==> src/rtl/rmw_issue_queue.sv <==
// Issue queue for read-modify-write requests: a circular FIFO of {op, addr}
// entries whose head drives a memory stage, with saturating per-op issue counters.
module rmw_issue_queue #(
    parameter int DEPTH  = 4,
    parameter int ADDR_W = 3
) (
    input  logic                          clk,
    input  logic                          reset,
    input  logic                          io_req_valid,
    output logic                          io_req_ready,
    input  logic                          io_req_op,
    input  logic [ADDR_W-1:0]             io_req_addr,
    input  logic                          io_flush,
    output logic                          io_out_valid,
    input  logic                          io_out_ready,
    output logic                          io_enable,
    output logic [31:0]                   io_addr,
    output logic [15:0]                   io_inc_count,
    output logic [15:0]                   io_copy_count,
    output logic [$clog2(DEPTH+1)-1:0]    io_count
);

    localparam int PTR_W = $clog2(DEPTH);
    localparam int CNT_W = $clog2(DEPTH + 1);
    localparam int ENT_W = ADDR_W + 1;

    logic [PTR_W-1:0] head_reg, head_next;
    logic [PTR_W-1:0] tail_reg, tail_next;
    logic [CNT_W-1:0] count_reg, count_next;
    logic [15:0]      inc_count_reg, inc_count_next;
    logic [15:0]      copy_count_reg, copy_count_next;

    logic [ENT_W-1:0] entries [DEPTH];
    logic [ENT_W-1:0] head_entry;
    logic             not_empty;
    logic             not_full;
    logic             enq;
    logic             deq;
    logic             head_op;
    logic [ADDR_W-1:0] head_addr;

    // Entry storage: each slot loads only when the tail points at it.
    genvar gi;
    generate
        for (gi = 0; gi < DEPTH; gi++) begin : g_entry
            logic [ENT_W-1:0] entry_reg;

            always_ff @(posedge clk) begin
                if (enq && (tail_reg == PTR_W'(gi))) begin
                    entry_reg <= {io_req_op, io_req_addr};
                end
            end

            assign entries[gi] = entry_reg;
        end
    endgenerate

    assign not_empty  = (count_reg != '0);
    assign not_full   = (count_reg < CNT_W'(DEPTH));
    assign head_entry = entries[head_reg];
    assign head_op    = head_entry[ENT_W-1];
    assign head_addr  = head_entry[ADDR_W-1:0];

    // Handshakes are suppressed while reset is held so nothing moves.
    assign io_req_ready = reset && not_full && !io_flush;
    assign io_out_valid = reset && not_empty && !io_flush;
    assign enq          = io_req_valid && io_req_ready;
    assign deq          = io_out_valid && io_out_ready;

    assign io_enable     = reset && not_empty && head_op;
    assign io_addr       = (reset && not_empty) ? 32'(head_addr) : 32'd0;
    assign io_count      = count_reg;
    assign io_inc_count  = inc_count_reg;
    assign io_copy_count = copy_count_reg;

    always_comb begin
        head_next       = head_reg;
        tail_next       = tail_reg;
        count_next      = count_reg;
        inc_count_next  = inc_count_reg;
        copy_count_next = copy_count_reg;

        if (io_flush) begin
            head_next  = '0;
            tail_next  = '0;
            count_next = '0;
        end else begin
            // DEPTH is a power of two, so pointer overflow is the wrap.
            if (enq) begin
                tail_next = tail_reg + PTR_W'(1);
            end
            if (deq) begin
                head_next = head_reg + PTR_W'(1);
            end
            case ({enq, deq})
                2'b10:   count_next = count_reg + CNT_W'(1);
                2'b01:   count_next = count_reg - CNT_W'(1);
                default: count_next = count_reg;
            endcase
            if (deq && head_op && (inc_count_reg != 16'hFFFF)) begin
                inc_count_next = inc_count_reg + 16'd1;
            end
            if (deq && !head_op && (copy_count_reg != 16'hFFFF)) begin
                copy_count_next = copy_count_reg + 16'd1;
            end
        end
    end

    always_ff @(posedge clk) begin
        if (!reset) begin
            head_reg       <= '0;
            tail_reg       <= '0;
            count_reg      <= '0;
            inc_count_reg  <= '0;
            copy_count_reg <= '0;
        end else begin
            head_reg       <= head_next;
            tail_reg       <= tail_next;
            count_reg      <= count_next;
            inc_count_reg  <= inc_count_next;
            copy_count_reg <= copy_count_next;
        end
    end

endmodule

==> config.mk <==
export PLATFORM = sky130hd
export DESIGN_NAME = rmw_issue_queue
export DESIGN_NICKNAME = d
export VERILOG_FILES = /design/src/rtl/rmw_issue_queue.sv
export SDC_FILE = /design/constraint.sdc
export NUM_CORES = 1
export LEC_CHECK = 0
export CAP_MARGIN = 20
export CELL_PAD_IN_SITES_DETAIL_PLACEMENT = 0
export CELL_PAD_IN_SITES_GLOBAL_PLACEMENT = 1
export CORE_ASPECT_RATIO = 0.9
export CORE_MARGIN = 4
export CORE_UTILIZATION = 36
export CTS_CLUSTER_DIAMETER = 30
export DETAILED_ROUTE_END_ITERATION = 16
export GPL_ROUTABILITY_DRIVEN = 0
export HOLD_SLACK_MARGIN = 0.1
export PLACE_DENSITY = 0.81
export SLEW_MARGIN = 40
export SYNTH_ARGS = -nofsm -noshare
export SYNTH_HDL_FRONTEND = slang
export SYNTH_SLANG_ARGS = --single-unit
==> constraint.sdc <==
create_clock -name clk -period 3 [get_ports clk]
set_input_delay 0.6 -clock clk [delete_from_list [all_inputs] [get_ports clk]]
set_output_delay 0.6 -clock clk [all_outputs]
set_load 0.05 [all_outputs]
Word level (Yosys, flattened, before mapping)
Cells that the tools add are included.

storage, ports and cells
  input bits = 9
  flip-flop bits (word level) = 55
  output and inout bits = 70

operators by class
  multiplexer cells = 5
  equal/unequal tests = 7
  order comparisons = 2
  reductions and logical operators = 23
  add/subtract/negate cells = 6
  bitwise gates (word level) = 3

operator list
  operator               number
  $add 16x1->16 const B  2
  $ne 16x16->1 const B   2
  $logic_and 1x1->1      15
  $bmux 4 s2             1
  $mux 4                 2
  $eq 2x2->1 const B     3
  $pmux 3 s2             1
  $add 2x1->2 const B    2
  $eq 2x1->1 const B     2
  $reduce_and 2->1       2
  $add 3x1->3 const B    1
  $ge 3x3->1 const B     1
  $lt 3x3->1 const B     1
  $mux 3                 1
  $not 2->3              1
  $reduce_bool 3->1      1
  $sub 3x1->3 const B    1
  $logic_not 1->1        2
  $logic_not 2->1        1
  $not 1->1              2
  $reduce_bool 2->1      1
  $reduce_or 2->1        1

Logic depth before layout (Yosys ltp)
  depth in word-level cells = 8
  mapped depth = 10

Worst setup path before layout
No wires, ideal clock.

  kind = input to register
  from = input port io_flush
  to = register count_reg[2], in the netlist io_count[2]
  path buffers = 1
  arrival time = 2.465 ns
  stages = 10
  slack = 0.464 ns
  setup time = 0.071 ns
  cells stage by stage = nand2b_1 > clkbuf_1 > nor3b_1 > inv_1 > ha_1 > inv_1 > fa_1 > xor2_1 > or3_1 > a21oi_1

on the way
  word-level cells in the longest chain between the ends = 5
  elaborated cells between the ends (all ways) = 10
  those cells by class = eq/ne: 2; mux: 1; reduce/logical: 7

ends and longest elaborated chain
  item                                             RTL line  RTL
  start: declaration                               13        input logic io_flush,
  $logic_not 1->1                                  65, 66
  $logic_and 1x1->1, on equally long branches      66, 65
  $logic_and 1x1->1, on equally long branches      68, 67
  $eq 2x1->1 or $eq 2x2->1 (tied branches)         95        case ({enq, deq})
  $pmux 3 s2 or $reduce_bool 2->1 (tied branches)  n/a
  end signal: assignment                           119       count_reg <= count_next;
  end: declaration                                 29        logic [CNT_W-1:0] count_reg, count_next;

Several ways; a longest one is shown, not always the timed one.
A chain may end at the register's enable or synchronous reset.

Worst setup path after layout
  from = input port reset
  to = register count_reg[2], in the netlist io_count[2]

on the way
  word-level cells in the longest chain between the ends = 5
  elaborated cells between the ends (all ways) = 12
  those cells by class = eq/ne: 2; mux: 1; bitwise: 1; reduce/logical: 8

ends and longest elaborated chain
  item                                             RTL line  RTL
  start: declaration                               8         input logic reset,
  $logic_and 1x1->1 * (2 in a row)                 66        assign io_out_valid = reset && not_empty && !io_flush;
  $logic_and 1x1->1 *                              68        assign deq = io_out_valid && io_out_ready;
  via deq                                          38        logic deq;
  $eq 2x1->1 or $eq 2x2->1 (tied branches)         95
  $pmux 3 s2 or $reduce_bool 2->1 (tied branches)  n/a

Mark *: on every way through the listed nets, which the timed path passes. The rest lies on a longest branch.

==> flow_summary.rst <==
.. list-table::
   :header-rows: 1

   * - Metric
     - Value
   * - Cell depth of the worst min-delay path
     - 2
   * - Number of gates resized after cts
     - 0
   * - Nature of the critical path endpoint
     - flop
   * - Total of flip-flops plus latches after synthesis
     - 55
   * - Library cell with the largest summed area after synthesis
     - dfxtp_1
   * - Switching power of the nets
     - 367 uW
   * - H-tree depth
     - 2
   * - Clock network fraction of total power
     - 0.317
   * - Hold path startpoint
     - io_inc_count[9]$_SDFFE_PN0P_
   * - Maximum frequency from static timing analysis
     - 389 MHz
   * - Ratio of total power to cell area
     - 375 nW/um^2
   * - Pin count of the biggest net entering global routing
     - 23
   * - Most common cell in the synthesized netlist
     - dfxtp_1
   * - Async SR Flop Fraction
     - 0
   * - Sum of negative setup slack
     - 0 ns
   * - Critical Path RT
     - 3.25 ns
   * - Antenna Cells
     - 0
   * - Via count of the first global-routing pass
     - 1978
   * - Min Hold Slack
     - 0.507 ns
   * - Hold-fix buffer count after cts
     - 0
   * - Global-route usage over all layers
     - 0.130
   * - Quantity of I/O buffers inserted on ports
     - 49
   * - Count of nets left with antenna violations after detail routing
     - 0
   * - Fraction of power consumed by sequential logic
     - 0.578
   * - Flip-flop cell with the highest count after synthesis
     - dfxtp_1
   * - Setup Viol. Count Final
     - 0
   * - Number of remaining DRC errors
     - 0
   * - Clock sink count
     - 55
   * - Actual transition at the worst max-transition pin
     - 0.743 ns
   * - Final total power
     - 1.33 mW
   * - Grt total ovfl
     - 0
   * - Relative slew slack
     - 0.504
   * - Layout cell share with drive strength beyond 1
     - 0.0800
   * - Number of hold-slack violations in the final timing report
     - 0
   * - Clock-pin slew of the registers on the worst-case setup and hold paths
     - 0.10 ns
   * - Syn Std Cell Area
     - 2880 sq um
   * - Total of warnings raised by yosys
     - 0
   * - Post-synth EDFFs
     - 16
   * - Crit Path Category
     - input pin to flop
   * - Core outline area
     - 7660 sq um
   * - Iteration-0 DRC count of the detailed router
     - 65
   * - Die height
     - 92.8 microns
   * - Per-cell via count in the routed design
     - 4.78
   * - Nature of the critical path startpoint
     - input pin
   * - Number of library cell types mapped by synthesis
     - 43
   * - Crit Reg-Reg Startpoint
     - head_reg[0]$_SDFFE_PP0P_
   * - Total detailed-routing wirelength
     - 5990 microns
   * - Horizontal die dimension
     - 102 microns
   * - Later-pin clock latency in the skew report
     - 0.31 ns
   * - Reg2reg path depth
     - 5
   * - Overall die area
     - 9480 sq um
   * - WP data arrival
     - 2.82 ns
   * - Final critical path time including I/O delays and setup
     - 2.57 ns
   * - Max-cap viol count
     - 0
   * - Post-Syn Instances
     - 295
   * - Leakage power
     - 1.31 nW
   * - CTS root buffer
     - clkbuf_8
   * - Setup clock skew after layout
     - 0.00725 ns
   * - Number of clock buffers inserted by TritonCTS
     - 5
   * - Run status
     - complete, no violations
   * - Cell Area, Placed
     - 3450 sq um
   * - NumNets Final
     - 366
   * - CTS tree
     - yes
   * - Synth Area per Inst
     - 9.75 sq um
   * - Fraction of power spent switching nets
     - 0.277
   * - Post-DR wirelength/cell
     - 13.4 microns
   * - Register area share after synthesis
     - 0.439
   * - RR Endpoint
     - io_copy_count[15]$_SDFFE_PN0P_
   * - Internal Power
     - 961 uW
   * - Maximum fanout along the worst path
     - 7
   * - Half-perimeter wire length after detailed placement
     - 4540 microns
   * - List of most frequent post-synthesis cells
     - dfxtp_1 (39), buf_4 (29), nor2_1 (29)
   * - Effective utilization at floorplan
     - 0.375
   * - Capture endpoint of the worst hold path
     - io_inc_count[9]$_SDFFE_PN0P_
   * - Buffer levels on the longest clock path
     - 2
   * - Layout Area Growth over Synthesis
     - 23.1%
   * - Worst R2R Setup Slack
     - 0.49 ns
   * - First-pass GRT wire length
     - 9830 microns
   * - First-pass iteration count of the detailed router
     - 4
   * - Logic pwr share
     - 0.105
   * - Final Cell Area
     - 3540 sq um
   * - Max VDD drop
     - 241 uV
   * - Number of antenna violations at the first check in global routing
     - 0
   * - Number of core rows
     - 30
   * - Hold Crit Class
     - flop to flop
   * - Count of boundary I/O pins
     - 79
   * - Portion of the clock cycle consumed by the worst path in the final layout
     - 0.857
   * - Total setup buffers inserted after CTS
     - 0
   * - DR vias
     - 2131
   * - Cell types occupying the most area after synthesis
     - dfxtp_1 (27%), edfxtp_1 (17%), buf_4 (7.6%)
   * - Slew Limit Fails
     - 0
   * - Setup repair after global routing missed its margin
     - false
   * - Post-synth top area share
     - 0.272
[layout by cell type, fill, tap and decap left out, types with 3 or more instances in the layout]
cell type / netlist / final
nand2_1: 24 / 24
or3_1: 4 / 4
xor2_1: 5 / 5
nand2b_1: 7 / 7
mux2i_1: 10 / 10
a21oi_1: 11 / 11
and3_1: 12 / 12
clkdlybuf4s50_1: 0 / 43
mux4_1: 3 / 3
a211oi_1: 4 / 4
a2111oi_0: 3 / 3
nor4_1: 5 / 5
buf_4: 29 / 9
edfxtp_1: 16 / 16
and2_1: 6 / 6
conb_1: 1 / 29
o21ai_0: 3 / 3
xnor2_1: 15 / 15
ha_1: 7 / 7
nand4_1: 5 / 5
nor3_1: 3 / 3
inv_1: 10 / 10
clkbuf_8: 0 / 5
nand3_1: 11 / 11
dfxtp_1: 39 / 39
nor2_1: 29 / 29
buf_12: 0 / 6
[layer usage]
layer	GRT usage	share of wire	wire length (microns)
met1	0.188	0.49	2940
met2	0.193	0.45	2690
met3	0.0339	0.049	291
met4	0.0317	0.011	68
met5	0	0	0
[logic make-up after synthesis]
group	after synthesis	share of synthesized area
multiplexers	14	0.0701
flip-flops	55	0.439
other	1	0.00130
adder cells (fa/ha/maj)	8	0.0374
AO/OA/AOI/OAI	27	0.0640
buffers and inverters	49	0.107
AND/OR/NAND/NOR	121	0.221
XOR/XNOR	20	0.0609
[power by group through the flow]
stage          clock network [mW]  logic [mW]  registers [mW]
3_3_place_gp                    0       0.138           0.784
6_report                    0.421       0.139           0.767
5_1_grt                     0.470       0.148           0.768
3_5_place_dp                    0       0.138           0.784
2_1_floorplan                   0       0.135           0.786
4_1_cts                     0.442       0.139           0.767
[stage by stage]
step / setup WS (ns) / cells / utilization
floorplan: 0.464 / 323 / -
finish: 0.428 / 446 / 0.462
CTS: 0.441 / 446 / 0.462
global placement: 0.210 / 438 / 0.450
detailed placement: 0.130 / 438 / 0.450
global route: 0.273 / 446 / 0.462
[final cells by class]
cell class,count,area [sq um]
clock buffer,5,68.8
fill,727,4120
inverter,10,37.5
clock inverter,3,22.5
timing repair buffer,58,618
sequential,55,1260
multi-input combinational,219,1410
tap,96,120
[how the worst max path moves through the flow]
stage / startpoint / end / slack [ns]
final: reset / io_count[2]$_SDFFE_PP0P_ / 0.43
after global routing: reset / io_count[2]$_SDFFE_PP0P_ / 0.27
after CTS: reset / io_count[2]$_SDFFE_PP0P_ / 0.44
after detailed placement: reset / io_count[2]$_SDFFE_PP0P_ / 0.13
after global placement: reset / io_count[2]$_SDFFE_PP0P_ / 0.21
after floorplan: io_flush / io_count[2]$_SDFFE_PP0P_ / 0.46
[worst max-delay path, stage by stage]
cell and delay, ns:
clkdlybuf4s50_1 0.58, nand3b_1 0.12, nor2_1 0.23, ha_1 0.25
inv_1 0.07, fa_1 0.38, xor2_1 0.16, or3_1 0.30
a21oi_1 0.13
Note: power is estimated with default switching activity, not from simulation.
